`config.mk`:
```
export PLATFORM = sky130hd
export DESIGN_NAME = led_scan_ctrl_flat
export DESIGN_NICKNAME = d
export VERILOG_FILES = /design/src/rtl/led_scan_ctrl_pkg.sv /design/src/rtl/led_scan_ctrl_if.sv /design/src/rtl/scan_prescaler.sv /design/src/rtl/led_scan_ctrl.sv /design/src/flat_wrapper.sv
export SDC_FILE = /design/constraint.sdc
export NUM_CORES = 1
export LEC_CHECK = 0
export CAP_MARGIN = 15
export CORE_ASPECT_RATIO = 0.5
export CORE_MARGIN = 3
export CORE_UTILIZATION = 25
export DETAILED_ROUTE_END_ITERATION = 8
export SLEW_MARGIN = 20
export SYNTH_ARGS = -nofsm -noshare
export SYNTH_HDL_FRONTEND = slang
export SYNTH_SLANG_ARGS = --single-unit
```
`constraint.sdc`:
```
create_clock -name clk -period 5.1 [get_ports clk]
set_input_delay 0.51 -clock clk [delete_from_list [all_inputs] [get_ports clk]]
set_output_delay 0.51 -clock clk [all_outputs]
set_load 0.05 [all_outputs]
```
`src/rtl/led_scan_ctrl_pkg.sv`:
```
// Shared types and helpers for the LED scan controller: FSM states and the
// index-advance rule used by both plain wrap-around and ping-pong scanning.
package scan_pkg;

  localparam int IDX_W = 3;
  localparam logic [IDX_W-1:0] IDX_MAX = 3'd7;

  typedef enum logic [1:0] {
    IDLE  = 2'd0,
    RUN   = 2'd1,
    PAUSE = 2'd2
  } scan_state_t;

  typedef struct packed {
    logic [IDX_W-1:0] idx;
    logic             wrap;
    logic             flip;
  } scan_adv_t;

  // One step from cur; at an end position bounce mode reflects instead of wrapping.
  function automatic scan_adv_t next_idx(input logic [IDX_W-1:0] cur,
                                         input logic down,
                                         input logic bnc);
    scan_adv_t a;
    a.idx  = cur;
    a.wrap = 1'b0;
    a.flip = 1'b0;
    if (down) begin
      if (cur == 3'd0) begin
        a.wrap = 1'b1;
        a.flip = bnc;
        a.idx  = bnc ? 3'd1 : IDX_MAX;
      end else begin
        a.idx = cur - 3'd1;
      end
    end else begin
      if (cur == IDX_MAX) begin
        a.wrap = 1'b1;
        a.flip = bnc;
        a.idx  = bnc ? (IDX_MAX - 3'd1) : 3'd0;
      end else begin
        a.idx = cur + 3'd1;
      end
    end
    return a;
  endfunction

endpackage

```
`src/rtl/led_scan_ctrl_if.sv`:
```
// Control/status bundle between a board-level controller and led_scan_ctrl.
interface led_scan_if;
  import scan_pkg::*;

  logic             clr;
  logic             run;
  logic             step;
  logic             dir;
  logic             bounce;
  logic [IDX_W-1:0] idx;
  logic             idx_en;
  logic             tick;
  logic             wrap;

  modport master (output clr, run, step, dir, bounce,
                  input  idx, idx_en, tick, wrap);
  modport slave  (input  clr, run, step, dir, bounce,
                  output idx, idx_en, tick, wrap);
endinterface

```
`src/rtl/scan_prescaler.sv`:
```
// Prescaler for the LED scan: counts 0..DIV_MAX while enabled and flags the
// terminal count so the index advances once every DIV_MAX+1 clocks.
module scan_prescaler #(
  parameter int              DIV_W   = 24,
  parameter logic [DIV_W-1:0] DIV_MAX = 24'd4999999
) (
  input  logic clk,
  input  logic rst,
  input  logic en,
  input  logic clr,
  output logic tc
);

  logic [DIV_W-1:0] cnt_r;

  // Terminal count is an exact match; the counter never runs past DIV_MAX.
  assign tc = en && (cnt_r == DIV_MAX);

  // Counter: clear wins over enable, holds when idle.
  always_ff @(posedge clk or negedge rst) begin
    if (!rst) begin
      cnt_r <= {DIV_W{1'b0}};
    end else if (clr) begin
      cnt_r <= {DIV_W{1'b0}};
    end else if (en) begin
      cnt_r <= (cnt_r == DIV_MAX) ? {DIV_W{1'b0}} : cnt_r + {{(DIV_W-1){1'b0}}, 1'b1};
    end else begin
      cnt_r <= cnt_r;
    end
  end

endmodule

```
`src/rtl/led_scan_ctrl.sv`:
```
// LED chaser index generator feeding a 3-to-8 decoder: prescaled scan with
// pause, single-step, direction and ping-pong control.
module led_scan_ctrl
  import scan_pkg::*;
#(
  parameter int              DIV_W   = 24,
  parameter logic [DIV_W-1:0] DIV_MAX = 24'd4999999
) (
  input logic      clk,
  input logic      rst,
  led_scan_if.slave bus
);

  scan_state_t      state_r;
  logic [IDX_W-1:0] idx_r;
  logic             idx_en_r;
  logic             tick_r;
  logic             wrap_r;
  logic             step_q_r;
  logic             bounce_q_r;
  logic             bdir_r;

  logic      tc_s;
  logic      pre_en_s;
  logic      pre_clr_s;
  logic      step_edge_s;
  logic      brise_s;
  logic      down_s;
  logic      adv_s;
  scan_adv_t adv_a_s;

  assign step_edge_s = bus.step & ~step_q_r;
  assign brise_s     = bus.bounce & ~bounce_q_r;
  // A bounce request arriving this cycle seeds the direction straight from dir.
  assign down_s      = bus.bounce ? (brise_s ? bus.dir : bdir_r) : bus.dir;
  assign adv_a_s     = next_idx(idx_r, down_s, bus.bounce);

  assign pre_en_s  = (state_r == RUN);
  assign pre_clr_s = bus.clr || (state_r == IDLE) || ((state_r == PAUSE) && bus.run);

  // Step is only honoured while paused and not being resumed in the same cycle.
  assign adv_s = !bus.clr &&
                 (((state_r == RUN) && tc_s) ||
                  ((state_r == PAUSE) && !bus.run && step_edge_s));

  scan_prescaler #(.DIV_W(DIV_W), .DIV_MAX(DIV_MAX)) u_prescaler (
    .clk (clk),
    .rst (rst),
    .en  (pre_en_s),
    .clr (pre_clr_s),
    .tc  (tc_s)
  );

  // Scan FSM with registered index, enable and event pulses.
  always_ff @(posedge clk or negedge rst) begin
    if (!rst) begin
      state_r    <= IDLE;
      idx_r      <= 3'd0;
      idx_en_r   <= 1'b0;
      tick_r     <= 1'b0;
      wrap_r     <= 1'b0;
      step_q_r   <= 1'b0;
      bounce_q_r <= 1'b0;
      bdir_r     <= 1'b0;
    end else begin
      step_q_r   <= bus.step;
      bounce_q_r <= bus.bounce;
      tick_r     <= 1'b0;
      wrap_r     <= 1'b0;
      if (brise_s) begin
        bdir_r <= bus.dir;
      end else begin
        bdir_r <= bdir_r;
      end
      if (bus.clr) begin
        state_r  <= IDLE;
        idx_r    <= 3'd0;
        idx_en_r <= 1'b0;
      end else begin
        case (state_r)
          IDLE: begin
            if (bus.run) begin
              state_r  <= RUN;
              idx_en_r <= 1'b1;
              idx_r    <= (bus.dir && !bus.bounce) ? IDX_MAX : 3'd0;
              bdir_r   <= bus.dir;
            end else begin
              idx_r    <= 3'd0;
              idx_en_r <= 1'b0;
            end
          end
          RUN:     state_r <= bus.run ? RUN : PAUSE;
          PAUSE:   state_r <= bus.run ? RUN : PAUSE;
          default: begin
            state_r  <= IDLE;
            idx_r    <= 3'd0;
            idx_en_r <= 1'b0;
          end
        endcase
        if (adv_s) begin
          idx_r  <= adv_a_s.idx;
          tick_r <= 1'b1;
          wrap_r <= adv_a_s.wrap;
          if (adv_a_s.flip) begin
            bdir_r <= ~down_s;
          end else begin
            bdir_r <= down_s;
          end
        end
      end
    end
  end

  assign bus.idx    = idx_r;
  assign bus.idx_en = idx_en_r;
  assign bus.tick   = tick_r;
  assign bus.wrap   = wrap_r;

endmodule

```
`src/flat_wrapper.sv`:
```
// flat-port wrapper written by rule: the top's interface ports become plain ports
module led_scan_ctrl_flat import scan_pkg::*;
#(
  parameter int              DIV_W   = 24,
  parameter logic [DIV_W-1:0] DIV_MAX = 24'd4999999
)
  (clk, rst, bus_clr, bus_run, bus_step, bus_dir, bus_bounce, bus_idx, bus_idx_en, bus_tick, bus_wrap);
  led_scan_if bus_i ();
  input logic clk;
  input logic rst;
  input wire logic [$bits(bus_i.clr)-1:0] bus_clr;
  input wire logic [$bits(bus_i.run)-1:0] bus_run;
  input wire logic [$bits(bus_i.step)-1:0] bus_step;
  input wire logic [$bits(bus_i.dir)-1:0] bus_dir;
  input wire logic [$bits(bus_i.bounce)-1:0] bus_bounce;
  output wire logic [$bits(bus_i.idx)-1:0] bus_idx;
  output wire logic [$bits(bus_i.idx_en)-1:0] bus_idx_en;
  output wire logic [$bits(bus_i.tick)-1:0] bus_tick;
  output wire logic [$bits(bus_i.wrap)-1:0] bus_wrap;
  assign bus_i.clr = bus_clr;
  assign bus_i.run = bus_run;
  assign bus_i.step = bus_step;
  assign bus_i.dir = bus_dir;
  assign bus_i.bounce = bus_bounce;
  assign bus_idx = bus_i.idx;
  assign bus_idx_en = bus_i.idx_en;
  assign bus_tick = bus_i.tick;
  assign bus_wrap = bus_i.wrap;
  led_scan_ctrl #(.DIV_W(DIV_W), .DIV_MAX(DIV_MAX)) u_core (.clk(clk), .rst(rst), .bus(bus_i));
endmodule
```
Yosys cells after proc, flatten, opt, wreduce, memory -nomap -nowiden
Index checks and enable logic that the tools add are counted.
{"block": "op_classes", "n_bitwise": 5, "addsub": 3, "n_reduce_logical": 17, "mux": 33, "n_eq_ne": 7}
{"cell": "24-bit two-way mux", "n": 3}
{"cell": "24-bit by 1-bit adder with 24-bit output, second input constant", "n": 1}
{"cell": "24-bit by 23-bit == test with 1-bit output, second input constant", "n": 1}
{"cell": "3-bit two-way mux", "n": 8}
{"cell": "1-bit two-way mux", "n": 13}
{"cell": "2-bit two-way mux", "n": 5}
{"cell": "1-bit logical AND", "n": 7}
{"cell": "3-bit one-hot mux with 2 select lines", "n": 1}
{"cell": "5-bit two-way mux", "n": 1}
{"cell": "2-bit one-hot mux with 2 select lines", "n": 1}
{"cell": "3-bit by 1-bit adder with 3-bit output, second input constant", "n": 1}
{"cell": "3-bit == test, second input constant", "n": 1}
{"cell": "1-bit logical NOT", "n": 3}
{"cell": "3-bit logical NOT", "n": 1}
{"cell": "1-bit logical OR", "n": 3}
{"cell": "3-bit by 1-bit inequality test with 1-bit output, second input constant", "n": 1}
{"cell": "3-bit inequality test, second input constant", "n": 1}
{"cell": "1-bit NOT", "n": 3}
{"cell": "3-bit by 1-bit subtractor with 3-bit output, second input constant", "n": 1}
{"cell": "1-bit AND", "n": 2}
{"cell": "2-bit by 1-bit == test with 1-bit output, second input constant", "n": 1}
{"cell": "2-bit == test, second input constant", "n": 1}
{"cell": "2-bit logical NOT", "n": 1}
{"cell": "2-bit by 1-bit inequality test with 1-bit output, second input constant", "n": 1}
{"cell": "other kinds (3)", "n": 3}
{"block": "totals", "out_inout_bits": 6, "register_bits": 35, "inputBits": 7, "word_cells": 74}

Logic depth before layout (Yosys ltp)
{"block": "logic_depth", "depth_word": 8, "mapped_depth": 8, "ltp_nobuf": 7}

By module
Synthesis repeated with hierarchy kept, for this count alone.
{"block": "hier_totals", "cells_unflattened": 236, "hier_area_um2": 2164.6}
{"mod": "scan_prescaler", "seq_area_each_um2": 600.6, "n_inst": 1, "area_each_um2": 1382.6, "cells_per_inst": 150}
{"mod": "led_scan_ctrl", "seq_area_each_um2": 275.3, "n_inst": 1, "area_each_um2": 782.0, "cells_per_inst": 86}

Least setup slack after synthesis
Ideal clock, no wire load.
{"block": "synth_timing", "path_kind": "flip-flop to flip-flop", "from": "reg u_core.idx_r[0], in the netlist u_core.bus.idx[0]", "to": "reg u_core.idx_r[1], in the netlist u_core.bus.idx[1]", "arrival_time_ns": 1.893, "synth_period_minus_slack_ns": 2.039, "stages_incl_launch_ff": 7, "required_time_ns": 4.953, "setup_slack_ns": 3.061, "setup_ns": 0.147, "path_buffers": 0, "path_cell_list": "dfrtp_1 ha_1 ha_1 nand2b_1 mux4_2 a22oi_1 a311oi_1"}
{"block": "synth_via", "elab_chain_cells": 5, "elab_cells_between_ends": 9, "classes_between": "add/sub (2); eq/ne (1); mux (5); reduce/logical (1)"}
{"item": "start: declaration", "line": "led_scan_ctrl.sv:15", "text": "logic [IDX_W-1:0] idx_r;"}
{"item": "start signal: assignment", "line": "led_scan_ctrl.sv:85", "text": "idx_r <= (bus.dir && !bus.bounce) ? IDX_MAX : 3'd0;"}
{"item": "start signal: assignment", "line": "led_scan_ctrl.sv:101", "text": "idx_r <= adv_a_s.idx;"}
{"item": "3-bit by 1-bit adder with 3-bit output (tied with other cells)", "line": "led_scan_ctrl_pkg.sv:42", "text": "a.idx = cur + 3'd1;"}
{"item": "3-bit two-way mux (on tied branches)", "line": "led_scan_ctrl_pkg.sv:37, led_scan_ctrl_pkg.sv:29"}
{"item": "5-bit two-way mux *", "line": "led_scan_ctrl_pkg.sv:28", "text": "if (down) begin"}
{"item": "3-bit two-way mux *", "line": "led_scan_ctrl.sv:100", "text": "if (adv_s) begin"}
{"item": "3-bit two-way mux *", "line": "led_scan_ctrl.sv:75", "text": "if (bus.clr) begin"}
Every way passes the cells marked *; elsewhere a longest branch is shown, timed or not.
A chain may end at the register's enable or synchronous reset.

Final worst setup path
{"block": "layout_timing", "from": "in bus_clr", "to": "reg u_core.u_prescaler.cnt_r[11]"}
{"block": "layout_via", "elab_chain_cells": 3, "elab_cells_between_ends": 4, "classes_between": "mux (1); reduce/logical (3)"}
{"item": "start: declaration", "line": "flat_wrapper.sv:11", "text": "input wire logic [$bits(bus_i.clr)-1:0] bus_clr;"}
{"item": "1-bit logical OR * (2 in a row)", "line": "led_scan_ctrl.sv:39", "text": "assign pre_clr_s = bus.clr || (state_r == IDLE) || ((state_r == PAUSE) && bus.run);"}
{"item": "24-bit two-way mux or 2-bit nonzero test (tied branches)"}
{"item": "end signal: assignment", "line": "scan_prescaler.sv:22", "text": "cnt_r <= {DIV_W{1'b0}};"}
{"item": "end signal: assignment", "line": "scan_prescaler.sv:24", "text": "cnt_r <= {DIV_W{1'b0}};"}
{"item": "end signal: assignment", "line": "scan_prescaler.sv:26", "text": "cnt_r <= (cnt_r == DIV_MAX) ? {DIV_W{1'b0}} : cnt_r + {{(DIV_W-1){1'b0}}, 1'b1};"}
{"item": "end: declaration", "line": "scan_prescaler.sv:14", "text": "logic [DIV_W-1:0] cnt_r;"}
Marks and branches as above.

==> results <==
- STA classifies the critical path startpoint as an input pin.
- The highest net fanout along the worst path is 14.
- The fraction of synthesized cell area taken by the top area cell type is 37.67%.
- Setup violations remaining at the end of the flow were counted as 0.
- Counting flops and latches in the post-synthesis netlist gives 35.
- The finished cells cover about 2700 um^2.
- For this design the top-level I/O count stands at 13.
- The worst register-to-register path begins at u_core.state_r[1].
- The worst register-to-register path has a depth of 6.
- VDD sags by at most 0.1199 mV.
- Setup repair after global routing left no endpoint under its margin.
- The capturing element type of the critical path is a register.
- In this run the register-to-register setup slack is ~2700 ps.
- The capture point of the worst reg-to-reg path is u_core.u_prescaler.cnt_r[7].
- The number of warnings reported in the yosys synthesis log is 0.
- The clock sink count is 35.
- The per-instance average area after synthesis is 9.262 um^2.
- The total count of hold-check failures in the final report is 0.
- In this run, synthesis inferred 0 flip-flops with an integrated enable.
- The part of the cycle the worst path needs is 49.61%.
- The pin slew with the least headroom to its limit is 877.8 ps.
- After synthesis, the cell types taking the most area are dfrtp_1, ha_1, nand2_1.
- Summed over all layers, the global routing overflow is 0.
- The tool flagged a number of max-cap violations equal to 0.
- The average detailed-routed wire length per instance is 14.51 um.
- The number of distinct library cell variants in the gate-level netlist after synthesis is 64.
- The total number of vias is just under 2000.
- Entering global routing, the biggest net connects 36 pins.
- The worst path needs roughly 2500 ps of the cycle, external delays included.
- The number of antenna violations at the first check in global routing is 0.
- The total global routing track utilization is about 11%.
- At the later pin of the worst-skew pair, clock insertion delay measures 280 ps.
- The first TritonRoute pass finished after 4 iterations.
- Among all flip-flop cells after synthesis, the most frequent one is dfrtp_1.
- The detailed router finished its first iteration with ~130 violations.
- The total nets after synthesis is between 200 and 300.
- The sum of routed wire length over all layers is approximately 5.5 mm.
- The overall die width is 142.4 um.
- The region available for standard cell placement spans 8859 um^2.
- The layout net count is roughly 280.
- The hold buffer count at CTS is 0.
- Clock tree synthesis inserted a total of 5 buffers.
- The leakage power figure is between 1 and 1.5 nW.
- The flow ran to the end, and the final reports show no timing, DRC or antenna violations.
- The kind of critical path is in -> reg.
- CTS built an H-tree with a depth of 2.
- The headroom to the max-slew limit is 40.66%.
- The synthesis-to-finish area growth is 15.82%.
- The port buffer count is 12.
- STA puts the critical path data arrival time at roughly 2700 ps.
- The largest total area in the synthesized netlist belongs to dfrtp_1.
- The most numerous cell in the Yosys netlist is dfrtp_1.
- The overall power is roughly 0.7 mW.
- The CTS root buffer is clkbuf_16.
- The final max-slew violation count was 0.
- The synthesized netlist occupies a cell area of ~2300 um^2.
- The share of the core filled with cells is a little under a third.
- The maximum root-to-sink buffer count is 2.
- The critical path goes through clkdlybuf4s50_1 > a211oi_1 > nand2_1 > o22ai_1.
- After detailed routing, the number of vias per cell comes to 5.087.
- After clock tree synthesis, the clock-pin slew on the worst setup and hold paths is 60 ps.
- The initialized floorplan defines 24 standard-cell rows.
- The die extent in y is roughly 74 um.
- The number of antenna diodes in the final layout is 0.
- The TritonCTS clock tree is done.
- Counting flops with an async set or reset pin after synthesis yields a share of 100.0%.
- The floorplan step defined a die boundary enclosing between 10000 and 15000 um^2.
- The half-perimeter wire length of the detailed placement result is approximately 3.8 mm.
- The maximum clock skew at final layout is just over 4 ps.
- The cell count after synthesis is approximately 250.
- In this run the worst hold path is classified as in -> async.
- The number of cells upsized or downsized after cts is 0.
- The power per unit of standard cell area is between 200 and 300 nW/um^2.
- The fraction of final layout cells sized beyond drive strength 1 is between 10% and 20%.
- In the final timing run, aggregate negative setup slack is 0 ps.
- The largest individual stage delay along the critical path comes from the cell a211oi_1.
- The initial utilization of the core area, before any placement, comes to between 20% and 30%.
- The number of design rule violations left after detail routing is 0.
- The timing-limited maximum frequency is 0.3953 GHz.
- STA puts the critical path data required time at around 5300 ps.
- The placed standard-cell area is between 2000 and 3000 um^2.
- The number of setup buffers added after CTS is 0.
- After synthesis, the most frequently instantiated cells are dfrtp_1, nand2_1, nor2_1.
- The count of nets left with antenna violations once routing finished came out at 0.
- The cell total after placement is between 300 and 400.
- Routability-driven placement finished with a final weighted congestion of about 0.85.
- The wire length of the first global-routing pass is 9.480 mm.
- The via count of the first global-routing pass came to about 1900.
- The register area share after synthesis is approximately 38%.
- After the flow finishes, the layout carries non-filler instances totaling 378.
- In this design, the stage delay of the slowest critical-path cell is approximately 790 ps.
report_power, final:
part / total [mW] / internal [mW] / switching [mW]
clock: 0.364 / 0.243 / 0.121
sequential: 0.287 / 0.283 / 0.00448
combinational: 0.0677 / 0.0242 / 0.0435
through the flow:
step	setup slack, ps	hold slack [ps]
final	2570	316.4
after global routing	2322	394.1
after CTS	2527	356.3
after detailed placement	2218	523.3
after global placement	2181	517.1
after floorplan	3061	214.4
routing by layer:
layer  routed length [um]  GRT usage (%)  up-vias
met5                    0              0        -
met1                 2737          15.72      936
li1                     -              -      940
met3                  277          2.505        7
met2                 2373          17.23       40
met4                   97          4.531        0
final cells by class:
cell class | instances | area, um^2
clock buffers | 6 | 138.9
clock inverters | 2 | 35.03
fillers | 922 | 6166
inverters | 10 | 37.54
multi-input cells | 196 | 1344
flip-flops and latches | 35 | 875.8
well taps | 117 | 146.4
repair buffers | 12 | 115.1
logic make-up after synthesis:
logic type               Yosys count  synth area share [%]
AND/OR/NAND/NOR                  122                 30.57
AO/OA/AOI/OAI                     49                 15.50
flip-flops                        35                 37.67
buffers and inverters             20                 4.521
XOR/XNOR                          11                 4.144
adder cells (fa/ha/maj)            9                 4.844
multiplexers                       5                 2.745
registers in the layout, summed over array words and instances (netlist names):
register	cells
u_core.bus.idx_en	1
u_core.state_r	2
u_core.bounce_q_r	1
u_core.step_q_r	1
u_core.bdir_r	1
u_core.bus.wrap	1
u_core.bus.tick	1
u_core.bus.idx	3
u_core.u_prescaler.cnt_r	24
worst max path at each step:
| stage | depth (start not counted) | startpoint | end | slack, ps |
|---|---|---|---|---|
| 5_1_grt | 4 | bus_clr | u_core.u_prescaler.cnt_r[11] | 2320 |
| 4_1_cts | 4 | bus_clr | u_core.u_prescaler.cnt_r[11] | 2530 |
| 2_1_floorplan | 6 | u_core.bus.idx[0] | u_core.bus.idx[1] | 3060 |
| 6_report | 4 | bus_clr | u_core.u_prescaler.cnt_r[11] | 2570 |
| 3_5_place_dp | 4 | bus_clr | u_core.u_prescaler.cnt_r[7] | 2220 |
| 3_3_place_gp | 4 | bus_clr | u_core.u_prescaler.cnt_r[7] | 2180 |
layout by cell type (no fill, tap or decap), types with 2 or more instances in the layout:
cell,synthesis,final
a211oi_1,2,2
a211oi_2,2,2
a21oi_1,13,13
a221oi_1,2,2
a22oi_1,2,2
a311oi_1,4,4
a31oi_1,6,6
a41oi_1,2,2
and2_1,2,2
and3_1,3,3
and3_2,4,4
clkbuf_16,0,5
clkdlybuf4s50_1,0,11
dfrtp_1,35,35
ha_1,9,9
inv_1,10,10
mux2i_1,3,3
nand2_1,29,29
nand3_1,7,7
nand4_1,10,10
nor2_1,25,25
nor2b_1,2,2
nor3_1,9,9
nor3b_1,3,3
nor4_1,4,4
nor4b_1,3,3
nor4b_2,2,2
o21ai_0,7,7
or2b_2,2,2
xnor2_1,7,7
xor2_1,4,4
critical path: cells and delay by family:
kind | cells | cell delay [ps]
AOI/OAI and AO/OA | 2 | 1060
buffers and inverters | 1 | 710
and+or+nand+nor | 1 | 450
Power figures use the tool's default switching activity.
